<file path="src/rtl/sobel_pkg.sv">
// sobel_pkg: shared FSM states, default operand width and Sobel kernel weights
package sobel_pkg;
    typedef enum logic {IDLE, CALC} state_t;
    localparam int DEF_WIDTH = 32;
    localparam int W_ZERO = 0;
    localparam int W_ONE  = 1;
    localparam int W_TWO  = 2;
endpackage

</file>
<file path="src/rtl/mult_shift_add_core.sv">
// mult_shift_add_core: shift-add datapath with 2*WIDTH accumulator and early-out multiplier view
module mult_shift_add_core
    import sobel_pkg::*;
#(
    parameter int WIDTH = DEF_WIDTH
) (
    input  logic               clk,
    input  logic               rst,
    input  logic               i_load,
    input  logic               i_step,
    input  logic [WIDTH-1:0]   i_mcand,
    input  logic [WIDTH-1:0]   i_mplr,
    output logic [2*WIDTH-1:0] o_acc_next,
    output logic [WIDTH-1:0]   o_mplr_next
);
    logic [2*WIDTH-1:0] r_acc, r_mcand;
    logic [WIDTH-1:0]   r_mplr;

    assign o_acc_next  = r_acc + (r_mplr[0] ? r_mcand : '0);
    assign o_mplr_next = r_mplr >> 1;

    always_ff @(posedge clk) begin
        if (rst) begin
            r_acc   <= '0;
            r_mcand <= '0;
            r_mplr  <= '0;
        end else if (i_load) begin
            r_acc   <= '0;
            r_mcand <= (2*WIDTH)'(i_mcand);
            r_mplr  <= i_mplr;
        end else if (i_step) begin
            r_acc   <= o_acc_next;
            r_mcand <= r_mcand << 1;
            r_mplr  <= o_mplr_next;
        end
    end
endmodule

</file>
<file path="src/rtl/sobel_mult_seq.sv">
// sobel_mult_seq: multi-cycle multiplier custom instruction with 0/1/2 single-cycle fast path
module sobel_mult_seq
    import sobel_pkg::*;
#(
    parameter int WIDTH  = DEF_WIDTH,
    parameter bit SIGNED = 1'b0
) (
    input  logic             clk,
    input  logic             reset,
    input  logic             clk_en,
    input  logic             start,
    input  logic             n,
    input  logic [WIDTH-1:0] dataa,
    input  logic [WIDTH-1:0] datab,
    output logic [WIDTH-1:0] result,
    output logic             done
);
    localparam int PW = 2 * WIDTH;
    state_t           r_state, w_state_next;
    logic             r_done, r_n, r_sign;
    logic [WIDTH-1:0] r_result, w_mag_a, w_mag_b, w_mplr_next, w_fast_res, w_calc_res;
    logic [PW-1:0]    w_ext_a, w_ext_b, w_fast_prod, w_fast_signed, w_acc_next, w_calc_signed;
    logic             w_sign, w_fast, w_go, w_step, w_calc_end;

    assign w_mag_a = (SIGNED && dataa[WIDTH-1]) ? -dataa : dataa;
    assign w_mag_b = (SIGNED && datab[WIDTH-1]) ? -datab : datab;
    assign w_sign  = SIGNED && (dataa[WIDTH-1] ^ datab[WIDTH-1]);
    assign w_ext_a = PW'(w_mag_a);
    assign w_ext_b = PW'(w_mag_b);
    assign w_fast  = (w_mag_a <= WIDTH'(W_TWO)) || (w_mag_b <= WIDTH'(W_TWO));
    // One magnitude is a kernel weight, so the product is a select/shift of the other
    assign w_fast_prod = (w_mag_a == WIDTH'(W_ZERO) || w_mag_b == WIDTH'(W_ZERO)) ? '0 :
                         (w_mag_a == WIDTH'(W_ONE)) ? w_ext_b :
                         (w_mag_a == WIDTH'(W_TWO)) ? w_ext_b << 1 :
                         (w_mag_b == WIDTH'(W_ONE)) ? w_ext_a : w_ext_a << 1;
    assign w_fast_signed = w_sign ? -w_fast_prod : w_fast_prod;
    assign w_fast_res    = n ? w_fast_signed[PW-1:WIDTH] : w_fast_signed[WIDTH-1:0];

    assign w_go          = clk_en && start && r_state == IDLE;
    assign w_step        = clk_en && r_state == CALC;
    assign w_calc_end    = w_step && w_mplr_next == '0;
    assign w_calc_signed = r_sign ? -w_acc_next : w_acc_next;
    assign w_calc_res    = r_n ? w_calc_signed[PW-1:WIDTH] : w_calc_signed[WIDTH-1:0];

    mult_shift_add_core #(.WIDTH(WIDTH)) u_core (
        .clk         (clk),
        .rst         (reset),
        .i_load      (w_go && !w_fast),
        .i_step      (w_step),
        .i_mcand     (w_mag_a),
        .i_mplr      (w_mag_b),
        .o_acc_next  (w_acc_next),
        .o_mplr_next (w_mplr_next)
    );

    always_comb begin
        w_state_next = r_state;
        if (r_state == IDLE)
            w_state_next = (start && !w_fast) ? CALC : IDLE;
        else
            w_state_next = (w_mplr_next == '0) ? IDLE : CALC;
    end

    always_ff @(posedge clk) begin
        if (reset) begin
            r_state  <= IDLE;
            r_done   <= 1'b0;
            r_result <= '0;
            r_n      <= 1'b0;
            r_sign   <= 1'b0;
        end else if (clk_en) begin
            r_state <= w_state_next;
            r_done  <= (w_go && w_fast) || w_calc_end;
            if (w_go && w_fast)
                r_result <= w_fast_res;
            else if (w_calc_end)
                r_result <= w_calc_res;
            if (w_go) begin
                r_n    <= n;
                r_sign <= w_sign;
            end
        end
    end

    assign result = r_result;
    assign done   = r_done;
endmodule

</file>
<file path="config.mk">
export PLATFORM = sky130hd
export DESIGN_NAME = sobel_mult_seq
export DESIGN_NICKNAME = d
export VERILOG_FILES = /design/src/rtl/sobel_pkg.sv /design/src/rtl/mult_shift_add_core.sv /design/src/rtl/sobel_mult_seq.sv
export SDC_FILE = /design/constraint.sdc
export NUM_CORES = 1
export LEC_CHECK = 0
export CORE_ASPECT_RATIO = 1.1
export CORE_MARGIN = 5
export CORE_UTILIZATION = 51
export CTS_BUF_LIST = sky130_fd_sc_hd__clkbuf_2 sky130_fd_sc_hd__clkbuf_4 sky130_fd_sc_hd__clkbuf_8
export DETAILED_ROUTE_END_ITERATION = 6
export PLACE_DENSITY_LB_ADDON = 0.1
export SLEW_MARGIN = 20
export SYNTH_ARGS = -nofsm -noshare
export SYNTH_HDL_FRONTEND = slang
export SYNTH_SLANG_ARGS = --single-unit
</file>
<file path="constraint.sdc">
create_clock -name clk -period 9.6 [get_ports clk]
set_input_delay 0.96 -clock clk [delete_from_list [all_inputs] [get_ports clk]]
set_output_delay 0.96 -clock clk [all_outputs]
set_load 0.005 [all_outputs]
</file>
Word level (Yosys, flattened, before mapping)
Cells that the tools add are included.
{"block": "totals", "register_bits": 195, "inputBits": 69, "out_inout_bits": 33, "elab_cells": 50}
{"block": "op_classes", "addsub": 1, "magnitude_cmp": 2, "n_eq_ne": 3, "muxes": 16, "bitwise": 1, "reduce_logical": 19}
{"operator": "32-bit two-way mux", "n": 8}
{"operator": "33-bit two-way mux", "n": 4}
{"operator": "32-bit logical NOT", "n": 3}
{"operator": "64-bit adder", "n": 1}
{"operator": "32-bit by 1-bit == test with 1-bit output, second input constant", "n": 2}
{"operator": "32-bit by 2-bit less-or-equal comparator with 1-bit output, second input constant", "n": 2}
{"operator": "64-bit two-way mux", "n": 1}
{"operator": "32-bit by 2-bit == test with 1-bit output, second input constant", "n": 1}
{"operator": "1-bit logical AND", "n": 7}
{"operator": "2-bit AND reduction", "n": 2}
{"operator": "2-bit nonzero test", "n": 2}
{"operator": "1-bit logical OR", "n": 3}
{"operator": "1-bit two-way mux", "n": 3}
{"operator": "2-bit OR reduction", "n": 1}
{"operator": "1-bit logical NOT", "n": 1}
{"operator": "1-bit NOT", "n": 1}

Logic depth before layout (Yosys ltp)
Gate-level depths: netlist of the first run.
{"block": "logic_depth", "depth_word": 7, "depth_mapped": 14, "depth_no_buf": 12}

Modules after synthesis
From an unflattened synthesis of the first run, not the netlist that was laid out.
{"block": "hier_totals", "hier_cells": 1814, "area_unflattened_um2": 14167.3}
{"module": "mult_shift_add_core", "instances": 1, "cells_each": 1421, "area_per_inst_um2": 11016.8, "seq_area_each_um2": 3203.1}
{"module": "sobel_mult_seq", "instances": 1, "cells_each": 393, "area_per_inst_um2": 3150.5, "seq_area_each_um2": 700.7}

Worst setup path after synthesis of the first run
OpenSTA, ideal clock, no wires.
{"block": "synth_timing", "kind": "reg-to-reg", "startpoint": "reg u_core.r_mplr[0]", "endpoint": "reg r_result[22], in the netlist result[22]", "setup_time_ns": 0.086, "t_arrival_ns": 3.546, "t_required_ns": 9.514, "slack_ns": 5.968, "stages_incl_launch_ff": 15, "n_path_buf": 2, "synth_period_minus_slack_ns": 3.632, "cell_sequence": "dfxtp_1 -> clkbuf_1 -> clkbuf_1 -> and2_1 -> ha_1 -> fa_1 -> a21o_1 -> a221oi_1 -> o21ai_2 -> o2bb2ai_1 -> o2111ai_1 -> a21boi_1 -> o21bai_1 -> mux2_2 -> a211oi_1"}
{"block": "synth_via", "elab_chain_len": 5}
{"item": "from (decl)", "line_no": "mult_shift_add_core.sv:17", "source": "logic [WIDTH-1:0] r_mplr;"}
{"item": "from (signal assigned)", "line_no": "mult_shift_add_core.sv:30", "source": "r_mplr <= i_mplr;"}
{"item": "from (signal assigned)", "line_no": "mult_shift_add_core.sv:34", "source": "r_mplr <= o_mplr_next;"}
{"item": "64-bit two-way mux", "line_no": "mult_shift_add_core.sv:19", "source": "assign o_acc_next = r_acc + (r_mplr[0] ? r_mcand : '0);"}
{"item": "64-bit adder", "line_no": "mult_shift_add_core.sv:19"}
{"item": "32-bit two-way mux", "line_no": "sobel_mult_seq.sv:43", "source": "assign w_calc_res = r_n ? w_calc_signed[PW-1:WIDTH] : w_calc_signed[WIDTH-1:0];"}
{"item": "32-bit two-way mux", "line_no": "sobel_mult_seq.sv:76", "source": "else if (w_calc_end)"}
{"item": "32-bit two-way mux", "line_no": "sobel_mult_seq.sv:74", "source": "if (w_go && w_fast)"}
{"item": "to (signal assigned)", "line_no": "sobel_mult_seq.sv:75", "source": "r_result <= w_fast_res;"}
{"item": "to (signal assigned)", "line_no": "sobel_mult_seq.sv:77", "source": "r_result <= w_calc_res;"}
{"item": "to (decl)", "line_no": "sobel_mult_seq.sv:21", "source": "logic [WIDTH-1:0] r_result, w_mag_a, w_mag_b, w_mplr_next, w_fast_res, w_calc_res;"}
Every way passes these cells. The select of a mux whose other input is x is not followed.
A chain may end at the register's enable or synchronous reset.

Final worst setup path of the first run
{"block": "layout_timing", "startpoint": "in dataa[31]", "endpoint": "reg r_result[31], in the netlist result[31]"}
{"block": "layout_via", "elab_chain_len": 6, "elab_cells_between_ends": 15, "classes_between": "1 x order compare; 2 x eq/ne; 6 x mux; 6 x reduce/logical"}
{"item": "from (decl)", "line_no": "sobel_mult_seq.sv:13", "source": "input logic [WIDTH-1:0] dataa,"}
{"item": "parallel branches: the longest is 6 deep, another holds 32-bit by 2-bit less-or-equal comparator with 1-bit output"}
Parallel ways; which one is timed is not known.

==> run summary, run 1 <==
WORST SETUP PATH
--------------------------------------------------------------------------------
List of cells traversed by the critical path                        clkdlybuf4s50_1 > nor4_1 > nand2_1 > or4_1 > a2bb2oi_1 > nor2_2 > nand3b_1 > o221ai_1 > nor4_1 > a311oi_1
Number of stages on the worst setup path                                      10
Number of cells traversed by the worst register-to-register path              12
Master of the slowest instance on the critical path                 sky130_fd_sc_hd__nand3b_1
Crit path kind                                                      input port to register
Slowest Stage Delay on Critical Path                                      810 ps
Flop2flop setup slack                                                    4870 ps
Worst reg2reg startpoint                                            u_core.r_mplr[0]
Critical path arrival                                                    5190 ps
Endpoint of the most critical register-to-register path               result[20]
Element type at the critical path start                               input port
Critical path data required time                                         9990 ps
Top fanout value on the critical path                                         24
Most frequent cell on the critical path                             sky130_fd_sc_hd__nor4_1
Buffering stage count on the worst path with inverters included                1
Crit. End Element                                                       register
Cell type group with the largest total delay on the critical path   simple AND/OR/NAND/NOR gates
CP Capture Point                                                      result[31]
Crit. Startpoint                                                       dataa[31]

TIMING
--------------------------------------------------------------------------------
Minimum clock period                                                     4800 ps
Setup repair after global routing missed its margin                           no
Worst slew pin tran                                                      1080 ps
Worst slew margin relative to its limit                                    26.8%
Count of final hold-check violations                                           0
Clock skew                                                               18.9 ps
Final number of setup-violating endpoints                                      0
Fin Hold WS                                                               464 ps
Period Utilization, post-route                                             50.0%
Count of pins over their slew limit                                            0
Highest attainable clock frequency                                     0.208 GHz
Final-layout setup total negative slack                                     0 ps

YOSYS
--------------------------------------------------------------------------------
Async SR Flop Fraction                                                        0%
Number of warnings printed during yosys synthesis                              0
Synth Area per Inst                                                    7.60 um^2
Post-Syn Instances                                                          1792
Number of synthesized register bits                                          195
Primary flip-flop cell chosen by synthesis mapping                  sky130_fd_sc_hd__dfxtp_1
Number of nets in the synthesized netlist                                   1925
Count of flip-flops with a built-in enable after synthesis                     0
Portion of the post-synthesis area used by sequential elements             28.6%
Mapped cell area                                                     0.0136 mm^2
Yosys cell types                                                              79

CLOCKING
--------------------------------------------------------------------------------
Number of buffers between clock root and the deepest sink                      2
CTS H-tree lvls                                                                4
Clock tree from TritonCTS                                                  built
Number of buffers created by CTS                                              17
Number of buffers inserted by hold repair at cts                               0
Total number of clock tree sinks                                             195
Root Buffer Master                                                  sky130_fd_sc_hd__clkbuf_8
Resized cells post-CTS                                                         0
Worst-skew pair later-pin latency                                         500 ps
Clock-pin slew on the worst setup and hold paths                          110 ps
Setup fix buffers added after clock tree synthesis                             0

POWER
--------------------------------------------------------------------------------
Int Pwr                                                                  1170 uW
Leakage power                                                         0.00559 uW
Share of total power in sequential cells                                   51.4%
Switching share of power                                                   29.7%
Pwr Density                                                          110 mW/mm^2
Post-route total power                                                   1670 uW
Switching Power                                                           495 uW
Maximum ir drop on the vdd rail                                          79.5 uV
Fraction of power consumed by combinational cells                          12.9%
Power share of the clock group                                             35.6%

LAYOUT
--------------------------------------------------------------------------------
Number of fillers in the final layout                                       2582
Number of nets in the final layout                                          1931
Layout cells sized above 1                                                 4.86%
Layout overhead on the synthesized area                                    11.1%
Cell Count, Final, Fillers Out                                              2163
Total area of multi-input combinational cells                       0.00916 mm^2
Area occupied by registers                                          0.00391 mm^2
Number of diodes                                                               0
Fraction of the core area covered by cells at the end of the flow          57.7%

GLOBAL ROUTE
--------------------------------------------------------------------------------
Busiest layer in global routing                                             met2
Number of antenna violations at the first check in global routing              1
Met3 GRT Util                                                              5.37%
First-pass GRT wire length                                              74700 um
Number of global-route vias before repair                                  12800
Met1 Usage GRT                                                             42.5%
Met2 global-route usage                                                    48.4%
Overall overflow remaining after global route                                  0
Pin count of the biggest net entering global routing                         125
Global-route usage over all layers                                         30.9%

FLOORPLAN
--------------------------------------------------------------------------------
Die Footprint                                                        0.0301 mm^2
Standard cell core area                                              0.0262 mm^2
Num ports                                                                    102
Die Wd                                                                    166 um
Vertical extent of the die                                                181 um
Initial Util                                                               52.0%
Cell Rows                                                                     62

ROUTE
--------------------------------------------------------------------------------
Via-per-instance ratio                                                      6.42
First drt pass iteration count                                                 5
DRT iter0 DRCs                                                              1617
Vias after detailed routing                                                13900
Count of nets left with antenna violations after detail routing                0
DR DRC count                                                                   0
Wire length after detailed routing                                      48400 um
Final routed wire length divided by cell count                           22.4 um

JOB
--------------------------------------------------------------------------------
Max-cap violations                                                             0

PLACED DESIGN
--------------------------------------------------------------------------------
Cell total after placement                                                  2131
Post-detail-place hpwl                                                  36300 um
GPL Wtd Cong                                                               0.968
Port Buffer Count                                                            101

HOLD PATH
--------------------------------------------------------------------------------
Classification of the worst-slack hold path                         register to register

STATUS
--------------------------------------------------------------------------------
Run status                                                          finished clean

==> power groups by stage <==
stage	Sequential, uW	Clock, uW	Combinational, uW
floorplan	864	0	129
global placement	875	0	210
detailed placement	875	0	213
CTS	857	598	213
global route	861	629	232
finish	858	594	216
==> cell usage in the layout (no fill, tap or decap), drive strengths merged, types with 20 or more instances in the layout <==
| cell | instances |
|---|---|
| nand2 | 209 |
| a21oi | 203 |
| dfxtp | 195 |
| nor2 | 173 |
| clkdlybuf4s50 | 100 |
| mux2i | 89 |
| o21ai | 85 |
| a211oi | 84 |
| and2 | 76 |
| ha | 63 |
| a21o | 39 |
| nand3 | 37 |
| nor3 | 35 |
| nor4 | 33 |
| inv | 27 |
| xnor2 | 25 |
| nand4 | 24 |
| a22oi | 22 |
| clkbuf | 20 |
==> Yosys cell counts (8+ instances only) <==
cell type,number,area share [%]
sky130_fd_sc_hd__nand3_1,37,1.4
sky130_fd_sc_hd__nor4_1,32,1.5
sky130_fd_sc_hd__a211oi_1,82,4.5
sky130_fd_sc_hd__nand4_1,24,1.1
sky130_fd_sc_hd__o211ai_1,8,0.44
sky130_fd_sc_hd__xor2_1,15,0.96
sky130_fd_sc_hd__a31oi_1,16,0.73
sky130_fd_sc_hd__and4_1,8,0.51
sky130_fd_sc_hd__a21o_1,39,2.1
sky130_fd_sc_hd__o21ai_1,12,0.44
sky130_fd_sc_hd__nor3_1,35,1.3
sky130_fd_sc_hd__a221oi_1,15,0.96
sky130_fd_sc_hd__a21oi_1,202,7.4
sky130_fd_sc_hd__o21a_1,9,0.50
sky130_fd_sc_hd__o21bai_1,18,0.99
sky130_fd_sc_hd__a21boi_0,8,0.44
sky130_fd_sc_hd__or3_1,18,0.83
sky130_fd_sc_hd__nor2_1,172,4.7
sky130_fd_sc_hd__and2_1,75,3.4
sky130_fd_sc_hd__ha_1,63,5.8
sky130_fd_sc_hd__buf_2,24,0.88
sky130_fd_sc_hd__inv_1,25,0.69
sky130_fd_sc_hd__mux2_2,12,0.99
sky130_fd_sc_hd__dfxtp_1,195,29
sky130_fd_sc_hd__a22oi_1,22,1.2
sky130_fd_sc_hd__nand2b_1,10,0.46
sky130_fd_sc_hd__clkbuf_1,96,2.6
sky130_fd_sc_hd__o221ai_1,11,0.71
sky130_fd_sc_hd__nand2_1,208,5.7
sky130_fd_sc_hd__xnor2_1,25,1.6
sky130_fd_sc_hd__buf_1,8,0.22
sky130_fd_sc_hd__o21ai_0,72,2.6
sky130_fd_sc_hd__mux2i_1,89,6.5
==> metal layers <==
| metal | routed length, um | vias up |
|---|---|---|
| met1 | 21200 | 6645 |
| met3 | 3540 | 99 |
| met4 | 1830 | 2 |
| met5 | 15 | - |
| met2 | 21800 | 553 |
| li1 | - | 6584 |
==> final cells by class <==
| cell class | instances | area share [%] |
|---|---|---|
| multi-input combinational | 1443 | 60.5 |
| sequential | 195 | 25.8 |
| timing repair buffer | 115 | 7.34 |
| tap | 352 | 2.91 |
| clock buffer | 20 | 1.82 |
| clock inverter | 12 | 0.983 |
| inverter | 26 | 0.645 |
==> state kept, by name (all words and copies together) (netlist names) <==
name / cells
done: 1
u_core.r_mcand: 64
result: 32
r_state: 1
u_core.r_acc: 64
u_core.r_mplr: 32
r_n: 1
==> worst min-delay path by stage <==
stage,from,to,slack (ps),cells after the start
2_1_floorplan,u_core.r_acc[62],u_core.r_acc[62],440,2
3_3_place_gp,u_core.r_acc[62],u_core.r_acc[62],450,2
3_5_place_dp,u_core.r_acc[26],u_core.r_acc[26],450,2
4_1_cts,u_core.r_acc[26],u_core.r_acc[26],470,2
5_1_grt,u_core.r_acc[30],u_core.r_acc[30],480,2
6_report,u_core.r_mcand[60],u_core.r_mcand[61],460,2
==> worst min-delay path, delay by kind of cell (launching register included) <==
family / cells / cell delay (ps)
AOI/OAI and AO/OA: 1 / 50
DFF: 1 / 330
and+or+nand+nor: 1 / 60
==> metrics by stage <==
stage | setup slack (ps) | area (um^2)
3_3_place_gp | 4530 | 14700
5_1_grt | 4590 | 15100
6_report | 4800 | 15100
4_1_cts | 4940 | 15100
3_5_place_dp | 4450 | 14700
2_1_floorplan | 5970 | 13600
==> cell families after synthesis <==
| logic type | Yosys count | share of synthesized area (%) |
|---|---|---|
| flops | 195 | 28.6 |
| buf+inv | 154 | 4.46 |
| simple gates | 661 | 23.2 |
| xor+xnor | 40 | 2.57 |
| mux | 102 | 7.61 |
| compound gates | 576 | 27.6 |
| fa+ha+maj | 64 | 5.93 |
No activity file was read; power rests on OpenSTA's default activity.
==> run 2: changes to the inputs <==
==> constraint.sdc (replaced) <==
create_clock -name clk -period 4.33 [get_ports clk]
set_input_delay 0.433 -clock clk [delete_from_list [all_inputs] [get_ports clk]]
set_output_delay 0.433 -clock clk [all_outputs]
set_load 0.005 [all_outputs]
==> run 2 against run 1 <==
Net effect:
- the flow now finishes with violations (DRC)
- largest cell class unchanged
- critical path depth up 3
- hold slack got worse by 140 ps
- clock power up 110%
- design area is 1.1% higher
- wire length decreased by 0.72%
- non-clock buffer count grew 25
- combinational power rose by 120%
- sequential power rose by 120%
- global-route usage is 0.32 points lower
==> run summary, run 2 (synthesis results as in run 1) <==
STATUS
--------------------------------------------------------------------------------
Run status                                                          complete, but fails checks
Failing checks                                                               DRC

TIMING
--------------------------------------------------------------------------------
Fin Hold WS                                                               323 ps   -141 ps
Final-layout setup total negative slack                                     0 ps   unchanged
Worst slew pin tran                                                       905 ps   -176 ps
Highest attainable clock frequency                                     0.242 GHz
Count of final hold-check violations                                           0   unchanged
Final number of setup-violating endpoints                                      0   unchanged
Count of pins over their slew limit                                            0   unchanged
Clock skew                                                               23.1 ps   +4.20 ps
Setup repair after global routing missed its margin                           no
Minimum clock period                                                     4130 ps
Period Utilization, post-route                                             95.3%
Worst slew margin relative to its limit                                    39.7%   +13 points

POWER
--------------------------------------------------------------------------------
Leakage power                                                         0.00571 uW   +2.0%
Pwr Density                                                          236 mW/mm^2   +110%
Maximum ir drop on the vdd rail                                           160 uV   +100%

GLOBAL ROUTE
--------------------------------------------------------------------------------
Number of global-route vias before repair                                  12700   -1.1%
Pin count of the biggest net entering global routing                          79   -37%
Overall overflow remaining after global route                                  0   unchanged
First-pass GRT wire length                                              73500 um   -1.6%
Number of antenna violations at the first check in global routing              0   -1
Global-route usage over all layers                                         30.5%   -0.32 points

ROUTE
--------------------------------------------------------------------------------
Vias after detailed routing                                                13900   +0.0072%
First drt pass iteration count                                                 7   +2
Count of nets left with antenna violations after detail routing                0   unchanged
Met1 wire length                                                        20900 um   -1.7%
Wire length after detailed routing                                      48100 um   -0.72%
DR DRC count                                                                   4   +4
Detailed route wirelength on metal3                                      4170 um   +18%
Final routed wire length divided by cell count                           22.0 um   -1.9%
Uppermost layer routed                                                      met4
Via-per-instance ratio                                                      6.35   -1.1%
DRT iter0 DRCs                                                              1618   +0.062%
Routed length on met2                                                   21000 um   -3.5%

PLACED DESIGN
--------------------------------------------------------------------------------
GPL Wtd Cong                                                               0.958   -1.1%
Port Buffer Count                                                            101   unchanged
Post-detail-place hpwl                                                  36500 um   +0.43%
Area after DPL                                                       0.0149 mm^2   +1.4%

WORST SETUP PATH
--------------------------------------------------------------------------------
Crit. End Element                                                       register
Critical path arrival                                                    4500 ps   -690 ps
Crit path kind                                                      register to register
Critical path data required time                                         4700 ps   -5290 ps
Top fanout value on the critical path                                         43   +79%
Element type at the critical path start                                 register

CLOCKING
--------------------------------------------------------------------------------
Number of buffers between clock root and the deepest sink                      2   unchanged
Root Buffer Master                                                  sky130_fd_sc_hd__clkbuf_8
Worst-skew pair later-pin latency                                         500 ps   about the same
Resized cells post-CTS                                                         0   unchanged
Number of buffers inserted by hold repair at cts                               0   unchanged
Clock-pin slew on the worst setup and hold paths                          120 ps   about the same
Setup fix buffers added after clock tree synthesis                             0   unchanged
Number of buffers created by CTS                                              17   unchanged
Clock tree from TritonCTS                                                  built
CTS H-tree lvls                                                                4   unchanged
Total number of clock tree sinks                                             195   unchanged

FLOORPLAN
--------------------------------------------------------------------------------
Cell Rows                                                                     62   unchanged
Die Footprint                                                        0.0301 mm^2   unchanged
Num ports                                                                    102   unchanged
Initial Util                                                               52.0%   unchanged
Die Wd                                                                    166 um   unchanged
Standard cell core area                                              0.0262 mm^2   unchanged
Vertical extent of the die                                                181 um   unchanged

HOLD PATH
--------------------------------------------------------------------------------
Classification of the worst-slack hold path                         input port to register

LAYOUT
--------------------------------------------------------------------------------
Layout cells sized above 1                                                 6.15%   +1.3 points
Commonest non-fill, non-tap cell in the layout                      sky130_fd_sc_hd__nand2_1
Largest registers                                                   u_core.r_acc (64), u_core.r_mcand (64)
Final Cell Area                                                      0.0153 mm^2   +1.1%
Commonest cells after routing, fill and taps aside                  206 x sky130_fd_sc_hd__nand2_1, 202 x sky130_fd_sc_hd__a21oi_1, 193 x sky130_fd_sc_hd__dfxtp_1, 172 x sky130_fd_sc_hd__nor2_1, 100 x sky130_fd_sc_hd__clkdlybuf4s50_1
Number of diodes                                                               0   unchanged
Layout overhead on the synthesized area                                    12.3%
Number of nets in the final layout                                          1956   +1.3%

JOB
--------------------------------------------------------------------------------
Max-cap violations                                                             0   unchanged

-- run 2: cell count changes in the layout (fill, tap and decap cells not counted), sizes merged --
cell      before  now
buf           15   40
bufinv         2    1
clkbuf        20   22
clkinvlp       2    1
-- run 2: area by class of cell --
cell class	count	area, um^2
multi-input cells	1443	9150
inverters	26	97.6
repair buffers	140	1320
fillers	2607	10900
clock inverters	10	103
clock buffers	22	278
well taps	352	440
flip-flops and latches	195	3910
-- run 2: metal layers --
layer / vias to the layer above / GRT usage, %
met5: - / 0
met4: 0 / 12.4
met3: 101 / 6.92
met2: 595 / 47.1
met1: 6547 / 41.5
li1: 6641 / -
-- run 2: critical path: stages, from the launching register on --
cell and delay, ps:
sky130_fd_sc_hd__dfxtp_2 570, sky130_fd_sc_hd__and2_1 260, sky130_fd_sc_hd__ha_1 220, sky130_fd_sc_hd__fa_1 410, sky130_fd_sc_hd__a21o_1 210, sky130_fd_sc_hd__a221oi_1 250, sky130_fd_sc_hd__buf_4 180, sky130_fd_sc_hd__o21ai_2 120
sky130_fd_sc_hd__o31ai_2 360, sky130_fd_sc_hd__a211o_1 320, sky130_fd_sc_hd__nand2_1 120, sky130_fd_sc_hd__xnor2_1 210, sky130_fd_sc_hd__a211oi_1 630, sky130_fd_sc_hd__o21ai_1 150
-- run 2: through the flow --
| stage | utilization [%] | power, uW | worst slack (ps) | std cells |
|---|---|---|---|---|
| after floorplan | - | 2200 | 698 | 1792 |
| after global placement | 56.9 | 2410 | 344 | 2156 |
| after detailed placement | 56.9 | 2410 | 336 | 2156 |
| after CTS | 58.4 | 3610 | 282 | 2188 |
| after global routing | 58.4 | 3730 | 3.90 | 2188 |
| final | 58.4 | 3600 | 204 | 2188 |
-- run 2: final timing paths --
| check | start | to | slack [ps] | cells past startpoint |
|---|---|---|---|---|
| worst max-delay path | u_core.r_mplr[0] | result[4] | 200 | 13 |
| worst max register to register | u_core.r_mplr[0] | result[4] | 200 | 13 |
| worst min-delay path | reset | result[31] | 320 | 2 |
| worst min register to register | u_core.r_acc[43] | u_core.r_acc[43] | 460 | 2 |
-- run 2: power breakdown --
part	switching (uW)	internal (uW)	leakage, uW
Clock	716	504	0.000197
Combinational	287	185	0.00393
Sequential	63.2	1850	0.00158
Total	1070	2540	0.00571
